[src/rtl/branch_ctrl_pkg.sv]
// Shared definitions for the branch controller: funct3 branch codes,
// FSM state encoding and branch-comparator mode constants.
package branch_ctrl_pkg;

    localparam logic [2:0] F3_BEQ  = 3'b000;
    localparam logic [2:0] F3_BNE  = 3'b001;
    localparam logic [2:0] F3_RSV2 = 3'b010;
    localparam logic [2:0] F3_RSV3 = 3'b011;
    localparam logic [2:0] F3_BLT  = 3'b100;
    localparam logic [2:0] F3_BGE  = 3'b101;
    localparam logic [2:0] F3_BLTU = 3'b110;
    localparam logic [2:0] F3_BGEU = 3'b111;

    // Comparator mode encoding; must agree with the branch comparator's BrUn input.
    localparam logic COMPARE_UNSIGNED = 1'b1;
    localparam logic COMPARE_SIGNED   = 1'b0;

    localparam int FLUSH_CNT_W = 3;

    typedef enum logic [1:0] {
        IDLE     = 2'd0,
        REDIRECT = 2'd1,
        FLUSH    = 2'd2
    } state_t;

    // Unsigned compares (BLTU/BGEU) are exactly the codes with funct3[1] set.
    function automatic logic cmp_mode(input logic [2:0] funct3);
        return funct3[1] ? COMPARE_UNSIGNED : COMPARE_SIGNED;
    endfunction

endpackage

[src/rtl/branch_ctrl_if.sv]
// Branch handshake, comparator and redirect signals between the EX stage
// (master) and the branch controller (slave).
interface branch_ctrl_if #(
    parameter int DATA_SIZE = 32
) ();

    logic                 br_valid;
    logic                 br_ready;
    logic [2:0]           funct3;
    logic                 is_jump;
    logic [DATA_SIZE-1:0] target;
    logic                 BrUn;
    logic                 BrEq;
    logic                 BrLT;
    logic                 pc_sel;
    logic [DATA_SIZE-1:0] pc_target;
    logic                 flush;
    logic                 illegal;

    modport master (
        output br_valid, funct3, is_jump, target, BrEq, BrLT,
        input  br_ready, BrUn, pc_sel, pc_target, flush, illegal
    );

    modport slave (
        input  br_valid, funct3, is_jump, target, BrEq, BrLT,
        output br_ready, BrUn, pc_sel, pc_target, flush, illegal
    );

endinterface

[src/rtl/branch_cond.sv]
// Combinational taken decision for a presented branch/jump, plus a flag for
// reserved funct3 codes on conditional branches.
module branch_cond
    import branch_ctrl_pkg::*;
(
    input  logic [2:0] funct3,
    input  logic       is_jump,
    input  logic       BrEq,
    input  logic       BrLT,
    output logic       taken,
    output logic       reserved
);

    // NOTE: every output gets a default before the case so no latch is inferred.
    always_comb begin
        taken    = 1'b0;
        reserved = 1'b0;
        if (is_jump) begin
            taken = 1'b1;
        end else begin
            case (funct3)
                F3_BEQ:          taken = BrEq;
                F3_BNE:          taken = !BrEq;
                F3_BLT, F3_BLTU: taken = BrLT;
                F3_BGE, F3_BGEU: taken = !BrLT;
                default:         reserved = 1'b1;
            endcase
        end
    end

endmodule

[src/rtl/branch_ctrl.sv]
// Branch/jump controller: accepts one resolved branch at a time, redirects the
// PC one cycle after a taken accept and holds flush for FLUSH_CYCLES cycles.
module branch_ctrl
    import branch_ctrl_pkg::*;
#(
    parameter int DATA_SIZE    = 32,
    parameter int FLUSH_CYCLES = 2,
    parameter int CNT_W        = 16
) (
    input  logic             clk,
    input  logic             rst_n,
    branch_ctrl_if.slave     bus,
    input  logic             cnt_clr,
    output logic [CNT_W-1:0] br_cnt,
    output logic [CNT_W-1:0] taken_cnt
);

    localparam logic [FLUSH_CNT_W-1:0] FLUSH_LOAD = FLUSH_CNT_W'(FLUSH_CYCLES - 1);

    state_t                 state_q, state_d;
    logic [FLUSH_CNT_W-1:0] fcnt_q, fcnt_d;
    logic [DATA_SIZE-1:0]   pc_target_q;
    logic                   illegal_q;
    logic [CNT_W-1:0]       br_cnt_q, taken_cnt_q;

    logic taken, reserved, accept;
    logic ready, pc_sel, flush;

    branch_cond u_cond (
        .funct3   (bus.funct3),
        .is_jump  (bus.is_jump),
        .BrEq     (bus.BrEq),
        .BrLT     (bus.BrLT),
        .taken    (taken),
        .reserved (reserved)
    );

    always_comb begin
        state_d = state_q;
        fcnt_d  = fcnt_q;
        ready   = 1'b0;
        accept  = 1'b0;
        pc_sel  = 1'b0;
        flush   = 1'b0;
        case (state_q)
            IDLE: begin
                ready  = 1'b1;
                accept = bus.br_valid;
                if (accept && taken) state_d = REDIRECT;
            end
            REDIRECT: begin
                pc_sel = 1'b1;
                flush  = 1'b1;
                if (FLUSH_CYCLES > 1) begin
                    state_d = FLUSH;
                    fcnt_d  = FLUSH_LOAD;
                end else begin
                    state_d = IDLE;
                end
            end
            FLUSH: begin
                flush  = 1'b1;
                fcnt_d = fcnt_q - 1'b1;
                if (fcnt_q == FLUSH_CNT_W'(1)) state_d = IDLE;
            end
            default: state_d = IDLE;
        endcase
    end

    // NOTE: sequential state uses non-blocking assignments only, so every
    // register samples pre-edge values regardless of statement order.
    always_ff @(posedge clk) begin
        if (!rst_n) begin
            state_q     <= IDLE;
            fcnt_q      <= '0;
            pc_target_q <= '0;
            illegal_q   <= 1'b0;
            br_cnt_q    <= '0;
            taken_cnt_q <= '0;
        end else begin
            state_q   <= state_d;
            fcnt_q    <= fcnt_d;
            illegal_q <= accept && reserved;
            if (accept && taken) pc_target_q <= bus.target;
            // Clear wins over a same-cycle accept; counts saturate at all-ones.
            if (cnt_clr) begin
                br_cnt_q    <= '0;
                taken_cnt_q <= '0;
            end else if (accept) begin
                if (br_cnt_q != '1) br_cnt_q <= br_cnt_q + 1'b1;
                if (taken && (taken_cnt_q != '1)) taken_cnt_q <= taken_cnt_q + 1'b1;
            end
        end
    end

    assign bus.br_ready  = ready;
    assign bus.BrUn      = cmp_mode(bus.funct3);
    assign bus.pc_sel    = pc_sel;
    assign bus.flush     = flush;
    assign bus.pc_target = pc_target_q;
    assign bus.illegal   = illegal_q;
    assign br_cnt        = br_cnt_q;
    assign taken_cnt     = taken_cnt_q;

endmodule

[src/flat_wrapper.sv]
// flat-port wrapper written by rule: the top's interface ports become plain ports
module branch_ctrl_flat import branch_ctrl_pkg::*;
#(
    parameter int DATA_SIZE    = 32,
    parameter int FLUSH_CYCLES = 2,
    parameter int CNT_W        = 16
)
  (clk, rst_n, cnt_clr, br_cnt, taken_cnt, bus_br_valid, bus_funct3, bus_is_jump, bus_target, bus_BrEq, bus_BrLT, bus_br_ready, bus_BrUn, bus_pc_sel, bus_pc_target, bus_flush, bus_illegal);
  branch_ctrl_if #(.DATA_SIZE(DATA_SIZE)) bus_i ();
  input  logic clk;
  input  logic rst_n;
  input  logic cnt_clr;
  output logic [CNT_W-1:0] br_cnt;
  output logic [CNT_W-1:0] taken_cnt;
  input wire logic [$bits(bus_i.br_valid)-1:0] bus_br_valid;
  input wire logic [$bits(bus_i.funct3)-1:0] bus_funct3;
  input wire logic [$bits(bus_i.is_jump)-1:0] bus_is_jump;
  input wire logic [$bits(bus_i.target)-1:0] bus_target;
  input wire logic [$bits(bus_i.BrEq)-1:0] bus_BrEq;
  input wire logic [$bits(bus_i.BrLT)-1:0] bus_BrLT;
  output wire logic [$bits(bus_i.br_ready)-1:0] bus_br_ready;
  output wire logic [$bits(bus_i.BrUn)-1:0] bus_BrUn;
  output wire logic [$bits(bus_i.pc_sel)-1:0] bus_pc_sel;
  output wire logic [$bits(bus_i.pc_target)-1:0] bus_pc_target;
  output wire logic [$bits(bus_i.flush)-1:0] bus_flush;
  output wire logic [$bits(bus_i.illegal)-1:0] bus_illegal;
  assign bus_i.br_valid = bus_br_valid;
  assign bus_i.funct3 = bus_funct3;
  assign bus_i.is_jump = bus_is_jump;
  assign bus_i.target = bus_target;
  assign bus_i.BrEq = bus_BrEq;
  assign bus_i.BrLT = bus_BrLT;
  assign bus_br_ready = bus_i.br_ready;
  assign bus_BrUn = bus_i.BrUn;
  assign bus_pc_sel = bus_i.pc_sel;
  assign bus_pc_target = bus_i.pc_target;
  assign bus_flush = bus_i.flush;
  assign bus_illegal = bus_i.illegal;
  branch_ctrl #(.DATA_SIZE(DATA_SIZE), .FLUSH_CYCLES(FLUSH_CYCLES), .CNT_W(CNT_W)) u_core (.clk(clk), .rst_n(rst_n), .bus(bus_i), .cnt_clr(cnt_clr), .br_cnt(br_cnt), .taken_cnt(taken_cnt));
endmodule
[config.mk]
export PLATFORM = sky130hd
export DESIGN_NAME = branch_ctrl_flat
export DESIGN_NICKNAME = d
export VERILOG_FILES = /design/src/rtl/branch_ctrl_pkg.sv /design/src/rtl/branch_ctrl_if.sv /design/src/rtl/branch_cond.sv /design/src/rtl/branch_ctrl.sv /design/src/flat_wrapper.sv
export SDC_FILE = /design/constraint.sdc
export NUM_CORES = 1
export LEC_CHECK = 0
export CORE_MARGIN = 4
export CORE_UTILIZATION = 46
export CTS_CLUSTER_SIZE = 40
export DETAILED_ROUTE_END_ITERATION = 10
export GPL_TIMING_DRIVEN = 0
export PLACE_DENSITY = 0.79
export REMOVE_ABC_BUFFERS = 1
export SLEW_MARGIN = 20
export SYNTH_ARGS = -nofsm -noshare
export SYNTH_HDL_FRONTEND = slang
export SYNTH_SLANG_ARGS = --single-unit
[constraint.sdc]
create_clock -name clk -period 2.1 [get_ports clk]
set_input_delay 0.21 -clock clk [delete_from_list [all_inputs] [get_ports clk]]
set_output_delay 0.21 -clock clk [all_outputs]
set_load 0.05 [all_outputs]
Word level (Yosys, flattened, before mapping):

Index checks and enable logic that the tools add are counted.

* register bits: 70
* latch bits: 0
* bits in writable memories: 0
* bits in read-only memories: 0
* input bits: 42
* output and inout port bits: 69
* word-level logic and storage cells: 52
* memories kept: 0

* $add $sub $neg: 3
* multipliers: 0
* divide/modulo/power cells: 0
* magnitude comparators: 0
* eq/ne operators: 12
* shift operators: 0
* mux-type cells: 13
* bitwise operators: 1
* reduce and logical (&&, ||, !) cells: 17

Operators by type and width (number)
* $add 16x1->16 const B: 2
* $ne 16x16->1 const B: 2
* $eq 3x3->1 const B: 4
* $mux 1: 8
* $reduce_or 2->1: 4
* $eq 3x1->1 const B: 2
* $pmux 2 s3: 1
* $pmux 3 s2: 1
* $reduce_and 2->1: 3
* $reduce_or 6->1: 1
* $logic_and 1x1->1: 4
* $mux 2: 2
* $ne 2x1->1 const B: 2
* $pmux 1 s4: 1
* $logic_not 3->1: 1
* $sub 3x1->3 const B: 1
* $eq 2x1->1 const B: 1
* $eq 2x2->1 const B: 1
* $logic_not 1->1: 2
* $logic_not 2->1: 1
* $reduce_bool 2->1: 1
* $not 1->1: 1

Depth between registers and ports, before layout:

* depth after elaboration: 7
* mapped depth: 7
* depth with buffers taken out: 6

By module:

Synthesis repeated with hierarchy kept, for this count alone.

* cell total of the unflattened synthesis: 380
* area total of the unflattened synthesis: 3220.6 um^2

Modules (own cells, without submodules)
* branch_ctrl: times used 1, cells each 375, area an instance 3181.8 um^2, seq. area each 1401.3 um^2
* branch_cond: times used 1, cells each 5, area an instance 38.8 um^2, seq. area each 0.0 um^2

Worst setup path before layout:

Ideal clock, no wire load.

* kind: register -> register
* start: register u_core.state_q[0]
* end: register u_core.br_cnt_q[9] (netlist: u_core.br_cnt[9])
* setup time: 0.071 ns
* arrival time: 2.157 ns
* required time: 2.029 ns
* setup slack: -0.128 ns
* cell stages (with the launch flop): 8
* buffers on the path: 1
* period minus slack after synthesis: 2.228 ns
* cell sequence: dfxtp_1 inv_1 ha_1 nand4_1 or2_2 clkbuf_1 or4_1 a21oi_1

* longest elaborated chain between the ends: 3

RTL lines
* from (decl): line branch_ctrl.sv:20 `state_t state_q, state_d;`
* from (signal assigned): line branch_ctrl.sv:81 `state_q <= state_d;`
* $logic_not 2->1: line branch_ctrl.sv:45 `case (state_q)`
* $mux 1: line branch_ctrl.sv:45
* $reduce_and 2->1 (no line)
* to (signal assigned): line branch_ctrl.sv:90 `if (br_cnt_q != '1) br_cnt_q <= br_cnt_q + 1'b1;`
* to (decl): line branch_ctrl.sv:24 `logic [CNT_W-1:0] br_cnt_q, taken_cnt_q;`

No other way between the ends.
A chain may end at the register's enable or synchronous reset.

Worst setup path after layout:

* start: input bus_BrEq
* end: register u_core.taken_cnt_q[11] (netlist: u_core.taken_cnt[11])

* longest elaborated chain between the ends: 5

RTL lines
* from (decl): line flat_wrapper.sv:19 `input wire logic [$bits(bus_i.BrEq)-1:0] bus_BrEq;`
* $logic_not 1->1: line branch_cond.sv:23 `F3_BNE: taken = !BrEq;`
* $pmux 1 s4 *: line branch_cond.sv:21 `case (funct3)`
* $mux 1 *: line branch_cond.sv:18 `if (is_jump) begin`
* $logic_and 1x1->1 *: line branch_ctrl.sv:91 `if (taken && (taken_cnt_q != '1)) taken_cnt_q <= taken_cnt_q + 1'b1;`
* $reduce_and 2->1 (no line) *
* to (signal assigned): line branch_ctrl.sv:91
* to (decl): line branch_ctrl.sv:24

Mark *: on every way between the ends. The rest lies on a longest branch, timed or not.

==> summary.txt <==
Synthesis
  – Register bit count reported by yosys: 70
  – Main combinational cell family by area after synthesis: simple AND/OR/NAND/NOR gates
  – Top cells by area, synth: dfxtp_1 (41%), a21oi_1 (6.7%), nand3_1 (5.8%)
  – Distinct cells, synth: between 40 and 50
  – Post-Synth Adder-Cell Area: 0.0259
  – Cell Area, Synth: roughly 3400 um2
  – Most area-hungry cell type in the Yosys netlist: dfxtp_1
  – Simple-Gate Fraction of Synth Area: 0.252
  – Synth Area in Compound Gates: 0.204
  – Synth Warn #: 0
  – Post-synth EDFFs: 0
  – Syn_area_per_cell: roughly 8.3 um2
  – Post-synth ARST share: 0
  – Post-synth top flop: dfxtp_1
  – Seq/Total Area, Yosys: 0.414
  – Mux share of post-synthesis cell area: 0.0562
  – Xor-xnor portion of the synthesized cell area: 0
  – Synth top area share: 0.414
  – Count of mapped cells out of synthesis: about 400

Route
  – Antenna-violating nets left: 0
  – DR iter-0 viols: 178
  – Drt first pass iters: 5
  – Post-DR wirelength/cell: 16.1 um
  – Routed wire length: between 9 and 10 mm
  – Vias per cell: about 5.7
  – Via count: between 3000 and 4000
  – DRC errors left: 0

Die
  – Die Span X: around 94 um
  – Starting Density: 0.469
  – # IOs: approximately 110
  – Core Footprint: ~7000 um2
  – Die extent in y: 93.8 um
  – Row cnt: 31
  – Full die area: a little under 9000 um2

Worst setup path
  – Crit path launch type: primary input
  – Crit Path Class: in2reg
  – Max FO, Critical Path: 21
  – CP endpoint kind: flop
  – Data required, critical path: between 2 and 2.5 ns
  – Critical Path Source: bus_BrEq
  – R2R Path Start: u_core.state_q[0]$_SDFFE_PN0P_
  – Worst Path Arrival: roughly 2.3 ns

Placement
  – Place WS: -0.475 ns
  – Dpl hpwl: 6.38 mm
  – Cell area after placement: around 4600 um2
  – Placer Congestion: between 0.7 and 0.8
  – # port buffers: 110

Timing
  – Fmax: just under 500 MHz
  – Number of endpoints failing setup at the final stage: 0
  – Max-slew violation count: 0
  – Final hold vios: 0
  – Max-Slew Margin vs Limit: 0.362
  – Total Neg Setup Slack: 0 ns
  – Worst-Margin Slew: between 0.9 and 1 ns
  – Final setup margin: roughly 0.044 ns
  – Period utilisation layout: 0.979
  – Minimum clock period: 2.06 ns
  – Final Skew: approximately 0.0093 ns

Global routing
  – Total grt overflow: 0
  – Total Routing Usage GR: 0.214
  – First-pass GRT wire length: 15.3 mm
  – Initial antenna violation count: 0
  – Largest net degree at the start of global routing: 44
  – Vias in the first global route: ~3200

Final layout
  – Multi-input logic area: about 1900 um2
  – P&R area growth vs syn: 44.8%
  – Share of layout cells above drive strength 1: 0.0738
  – Seq. cell area: approximately 1400 um2
  – Fillers: about 600
  – Layout Nets: about 560
  – N_diodes: 0
  – Commonest non-fill, non-tap cell in the layout: clkdlybuf4s50_1
  – Post-route design area: between 4000 and 5000 um2
  – Most frequent cells in the layout: clkdlybuf4s50_1 (106), dfxtp_1 (70), a21oi_1 (45)

CTS
  – Clk root buf: clkbuf_8
  – # hold bufs at CTS: 0
  – Worst skew pair latency: 0.35 ns
  – H-tree levels: 3
  – Maximum root-to-sink buffer count: 2
  – Clock sink total: 70
  – TritonCTS buffer count: 9
  – Clock slew at reported path FFs: roughly 0.07 ns
  – CTS tree: yes

Power
  – Leakage: 0.00164 uW
  – Max IR drop VDD: between 0.0003 and 0.0004 V
  – Power Dens Cells: roughly 680 nW/um2

Worst hold path
  – Hold path startpoint: bus_funct3[1]
  – HP Class: in2reg

Run
  – Max-Cap Viols: 0

Run status
  – Status: completed
## layer usage
metal | share of wire | vias to the layer above | track usage
met5 | 0 | - | 0
met1 | 0.45 | 1636 | 0.282
met3 | 0.067 | 14 | 0.0481
li1 | - | 1708 | -
met4 | 0.015 | 0 | 0.0770
met2 | 0.47 | 159 | 0.342
## metrics by stage
step                      hold WS (ns)  power (uW)  std cells   util
after floorplan                  0.286        1890        380      -
after global placement           0.460        2160        589  0.622
after detailed placement         0.466        2200        592  0.636
after CTS                        0.345        3330        608  0.668
after global routing             0.201        3480        614  0.679
final                            0.190        3340        614  0.679
## timing repair
item	4_1_cts	5_1_grt
endpoints found under the setup margin	10	9
gates cloned	0	2
resized for setup	11	3
pin swaps	1	1
setup buffers	0	4
## critical path, stage by stage
cell	delay [ns]
clkdlybuf4s50_1	0.47
or3b_4	0.40
a32o_2	0.31
buf_12	0.17
or4_1	0.54
a221oi_2	0.21
## path summary, 6_finish.rpt
path | end | slack [ns] | cells after the start
max | u_core.taken_cnt[11]$_SDFFE_PP0P_ | 0.04 | 6
max reg2reg | u_core.br_cnt[9]$_SDFFE_PP0P_ | 0.12 | 6
min reg2reg | u_core.bus.pc_target[30]$_SDFFE_PN0P_ | 0.48 | 2
min | u_core.bus.illegal$_SDFF_PN0_ | 0.19 | 3
## power by group
group / switching (uW) / internal [uW]
Sequential: 32.7 / 1390
Combinational: 499 / 295
Clock: 518 / 613
Total: 1050 / 2300
## state kept, by name, summed over array words and instances, names as in the netlist
name                  cells
u_core.state_q            2
u_core.br_cnt            16
u_core.taken_cnt         16
u_core.bus.pc_target     32
u_core.fcnt_q             3
u_core.bus.illegal        1
## area by class of cell
type                            count  share of cell area
Clock inverter                      5              0.0117
Clock buffer                       11              0.0309
Sequential cell                    70               0.286
Inverter                           10             0.00766
Multi-Input combinational cell    301               0.388
Tap cell                           99              0.0253
Timing Repair Buffer              118               0.251
## Yosys cell counts, drive strengths merged (2+ instances only)
master / n
inv: 9
and4: 7
nor2b: 2
a21oi: 45
o21ai: 37
nand4: 10
a211oi: 9
o31ai: 2
nor2: 7
or3: 4
a41oi: 2
a2111oi: 2
nor3: 3
clkbuf: 28
nor4: 8
o311ai: 2
dfxtp: 70
or4: 4
a31oi: 3
buf: 2
nand2: 42
nand3: 39
and2: 5
and3: 4
mux2i: 19
o41ai: 3
a41o: 3
ha: 7
a32o: 2
nand2b: 20
## logic make-up (layout without fill, tap and decap cells)
kind of cell,count (synthesis),count (layout)
simple gates,159,160
compound gates,115,115
flops,70,70
buf+inv,40,144
mux,19,19
fa+ha+maj,7,7
(Power assumes the default switching activity.)
==> RTL edit 1, RTL diff (same settings) <==
Re-encode `state_t` (3 states) as one-hot, 3 bits wide.
--- a/src/rtl/branch_ctrl_pkg.sv
+++ b/src/rtl/branch_ctrl_pkg.sv
@@ -17,10 +17,10 @@
 
     localparam int FLUSH_CNT_W = 3;
 
-    typedef enum logic [1:0] {
-        IDLE     = 2'd0,
-        REDIRECT = 2'd1,
-        FLUSH    = 2'd2
+    typedef enum logic [2:0] {
+        IDLE     = 3'b001,
+        REDIRECT = 3'b010,
+        FLUSH    = 3'b100
     } state_t;
 
     // Unsigned compares (BLTU/BGEU) are exactly the codes with funct3[1] set.
Check against the original RTL: no difference found for any inputs over 4 cycles, from zero or initial values and one cycle with rst_n low; so few cycles prove little.
==> RTL edit 1 against the unedited design <==
  * Via count shrank 14%
  * Utilization down 0.16 points
  * Hold slack improved by 0.16 ns
  * Area after synthesis is 4.9% lower
  * Total power down 5.0%
  * Cell area decreased by 6.1%
  * Clock skew up 0.0028 ns
  * Clock power rose by 8%
  * Count of clock-buffer cells in the layout is 2 higher
  * Synthesized cell count is 7.3% lower
  * Sequential cell count grew 1
  * Routed wire length is 17% lower
  * Worst setup slack improved by 0.023 ns
  * Critical path type unchanged
==> RTL edit 1: results <==
[run_status]
status = "finished clean"

[timing]
fin_worst_skew_ns = 0.0121
fin_hold_ws_ns = 0.353

[final_layout]
multi_input_area_share = 0.375
nets = 529
non_clock_inverter_count = 5
multi_input_gates = 286

[critical_path]
path_max_fanout = 9
crit_start = "bus_funct3[2]"
cp.arrival_ns = 2.26
slowest_delay_ns = 0.48
regToRegSetupSlack_ns = 0.14
cp_slowest_cell = "clkdlybuf4s50_1"
r2r-start = "u_core.taken_cnt[12]"

[detailed_routing]
met1_length_um = 3810
first_pass_iters = 4
via_per_inst = 5.20
post_drt_wl_per_cell_um = 14.0
wl_met3_um = 608

[synthesis]
syn_inst = 380
yosysSeqAreaShare = 0.442
yosysUniqueCellTypes = 47
ys_ff_latch = 71
ys_top_cells_by_area = "dfxtp_1, nand2_1, a21boi_0"
synth_common_cells = "nand2_1, dfxtp_1, a21boi_0, nor2_1, o21ai_0"

[placement]
dpl.cell_count = 567
place_ws_ns = -0.579
place_congestion = 0.776

[hold_path]
whs_path_depth = 2

[grt]
grt_pass1_vias = 2867
grt_util_met2 = 0.308
grtUsageMet1 = 0.257

[power_and_ir_drop]
leakagePower_nw = 1.65
[RTL edit 1: changes by cell type after synthesis, sizes merged, moves of 9 or more]
cell,unedited run,this run
nor2,7,25
nand2,42,83
xor2,0,9
clkbuf,28,12
a21boi,0,35
a21oi,45,10
nand3,39,12
nand2b,20,5
mux2i,19,2
o21ai,37,15
[RTL edit 1: timing repair]
action	in CTS	in global routing
pin swaps	1	0
resized for setup	4	4
setup endpoints to repair	35	28
gates cloned	1	0
[RTL edit 1: kinds of logic (layout without fill, tap and decap cells)]
group                      Yosys count  in the layout  share of synthesized area
and+or+nand+nor                    178            179                      0.272
xor gates and xnor gates            12             12                     0.0326
muxes                                2              2                    0.00622
adders and majority gates            4              4                     0.0155
AOI/OAI and AO/OA                   89             89                      0.201
buffers and inverters               24            131                     0.0315
DFF                                 71             71                      0.442
[RTL edit 1: power by group]
group	total (mW)	internal (mW)	switching [mW]
sequential	1.42	1.39	0.0304
clock	1.22	0.734	0.486
combinational	0.534	0.201	0.333
total	3.18	2.33	0.849
==> RTL edit 2, RTL diff (same settings) <==
Without the edit above. `CNT_W` is set to 16 in 2 places; all go to 32.
--- a/src/rtl/branch_ctrl.sv
+++ b/src/rtl/branch_ctrl.sv
@@ -5,7 +5,7 @@
 #(
     parameter int DATA_SIZE    = 32,
     parameter int FLUSH_CYCLES = 2,
-    parameter int CNT_W        = 16
+    parameter int CNT_W        = 32
 ) (
     input  logic             clk,
     input  logic             rst_n,
--- a/src/flat_wrapper.sv
+++ b/src/flat_wrapper.sv
@@ -3,7 +3,7 @@
 #(
     parameter int DATA_SIZE    = 32,
     parameter int FLUSH_CYCLES = 2,
-    parameter int CNT_W        = 16
+    parameter int CNT_W        = 32
 )
   (clk, rst_n, cnt_clr, br_cnt, taken_cnt, bus_br_valid, bus_funct3, bus_is_jump, bus_target, bus_BrEq, bus_BrLT, bus_br_ready, bus_BrUn, bus_pc_sel, bus_pc_target, bus_flush, bus_illegal);
   branch_ctrl_if #(.DATA_SIZE(DATA_SIZE)) bus_i ();
Interface: changed (resized br_cnt and taken_cnt); port bits go from 111 to 143. The function was not compared with the original's and may differ.
==> RTL edit 2 against the unedited design <==
  * Via count up 38%
  * Register-to-register slack got worse by 0.05 ns
  * Cell area rose by 35%
  * Sequential power rose by 43%
  * Total power up 19%
  * Area after synthesis rose by 40%
  * Final cell count up 39%
  * Worst setup slack improved by 0.024 ns
  * Sequential cell count rose by 32
  * Utilization decreased by 1.3 points
  * Routed wire length up 38%
  * Critical path type is now register to register
  * Highest routed layer unchanged
==> RTL edit 2: results <==
[timing]
fin_worst_skew_ns = 0.0139
tightest_slew_ns = 0.730
fmax_mhz = 492

[critical_path]
crit_type = "register to register"
regToRegSetupSlack_ns = 0.07
path_max_fanout = 7
slowest_delay_ns = 0.50
r2r_end = "u_core.br_cnt[28]"
r2r.worst_path.cells = 7
cp.arrival_ns = 2.33
crit_family = "simple AND/OR/NAND/NOR gates"

[clock_network]
cts.sinks = 102
clk_latency_ns = 0.37
clkTransAtPathRegs_ns = 0.11

[synthesis]
synth-adder-area-share = 0.0185
synth_common_cells = "nand2_1, dfxtp_1, a21oi_1, nor2_1, nand3_1"
synth_compound_area_frac = 0.183
synth.area.mux_share = 0.0106
yosysSeqAreaShare = 0.432
syn_inst = 585
yosysUniqueCellTypes = 46
ys_top_cells_by_area = "dfxtp_1, nand2_1, a21oi_1"

[run_status]
status = "finished clean"

[power_and_ir_drop]
clkPwrFrac = 0.311
swShare = 0.317
leakagePower_nw = 2.17
ir_drop_v = 0.000477

[grt]
grtUsageMet1 = 0.276
grt_max_degree = 65
grt_pass1_vias = 4429
grt_usage = 0.219
met3_usage = 0.0499
grt_util_met2 = 0.371
grt_pass1_wl_um = 21400

[hold_path]
worstHoldPathType = "input pin to register"

[final_layout]
nonClkBufAreaFrac = 0.230
nFillCells = 806
areaGrowthSynthToFinish_pct = 39.8
drive_gt1_frac = 0.117
clkCellAreaFrac = 0.0288
nNonClkBuffers = 152
nets = 765
ff_latch_area_um2 = 2060
non_clock_inverter_count = 17
multi_input_gates = 434
multi_input_area_um2 = 2610
multi_input_area_share = 0.394

[detailed_routing]
wl_met3_um = 662
drt_iter0_markers = 339
via_per_inst = 5.68
post_drt_wl_per_cell_um = 15.9
met1_length_um = 5820

[placement]
place_congestion = 0.843
post_dp_cell_area_um2 = 6190
io_buffers = 142
place_ws_ns = -0.799
dpl.cell_count = 828
hpwl_um = 9360
[RTL edit 2: cell count changes in the layout (fill, tap and decap cells not counted), sizes merged, moves of 12 or more]
cell	change
nand2b	-16
or4	+16
mux2i	-14
inv	+12
or3	+13
nand2	+64
dfxtp	+32
o31ai	+18
o21ai	-16
nor2	+20
clkdlybuf4s50	+35
nand4	+13
nand3	-15
a21oi	+32
[RTL edit 2: what timing repair did]
item	4_1_cts	5_1_grt
setup endpoints to repair	87	27
endpoints found under the hold margin	0	0
resized for setup	26	25
gates cloned	0	0
hold buffers	0	0
pin swaps	3	3
setup buffers	3	7
[RTL edit 2: worst reg2reg max path, delay by kind of cell, from the launching register on]
family / cells / cell delay, ns
buffers and inverters: 1 / 0.09
and+or+nand+nor: 4 / 1.22
DFF: 1 / 0.34
AOI/OAI and AO/OA: 1 / 0.15
adders and majority gates: 1 / 0.17
[RTL edit 2: power by group through the flow]
stage | logic (mW) | clock network, mW | registers [mW]
floorplan | 0.233 | 0 | 2.25
global placement | 0.673 | 0 | 2.07
detailed placement | 0.686 | 0 | 2.07
CTS | 0.703 | 1.26 | 2.03
global route | 0.754 | 1.34 | 2.03
finish | 0.708 | 1.24 | 2.03
[RTL edit 2: worst min path at each step]
stage / to / startpoint / slack, ns / cells after the start
2_1_floorplan: u_core.bus.illegal / bus_is_jump / 0.29 / 1
3_3_place_gp: u_core.bus.pc_target[22] / u_core.bus.pc_target[22] / 0.44 / 2
3_5_place_dp: u_core.bus.pc_target[17] / u_core.bus.pc_target[17] / 0.45 / 2
4_1_cts: u_core.bus.pc_target[2] / bus_target[2] / 0.36 / 3
5_1_grt: u_core.bus.pc_target[22] / bus_target[22] / 0.36 / 3
6_report: u_core.bus.pc_target[22] / bus_target[22] / 0.37 / 3
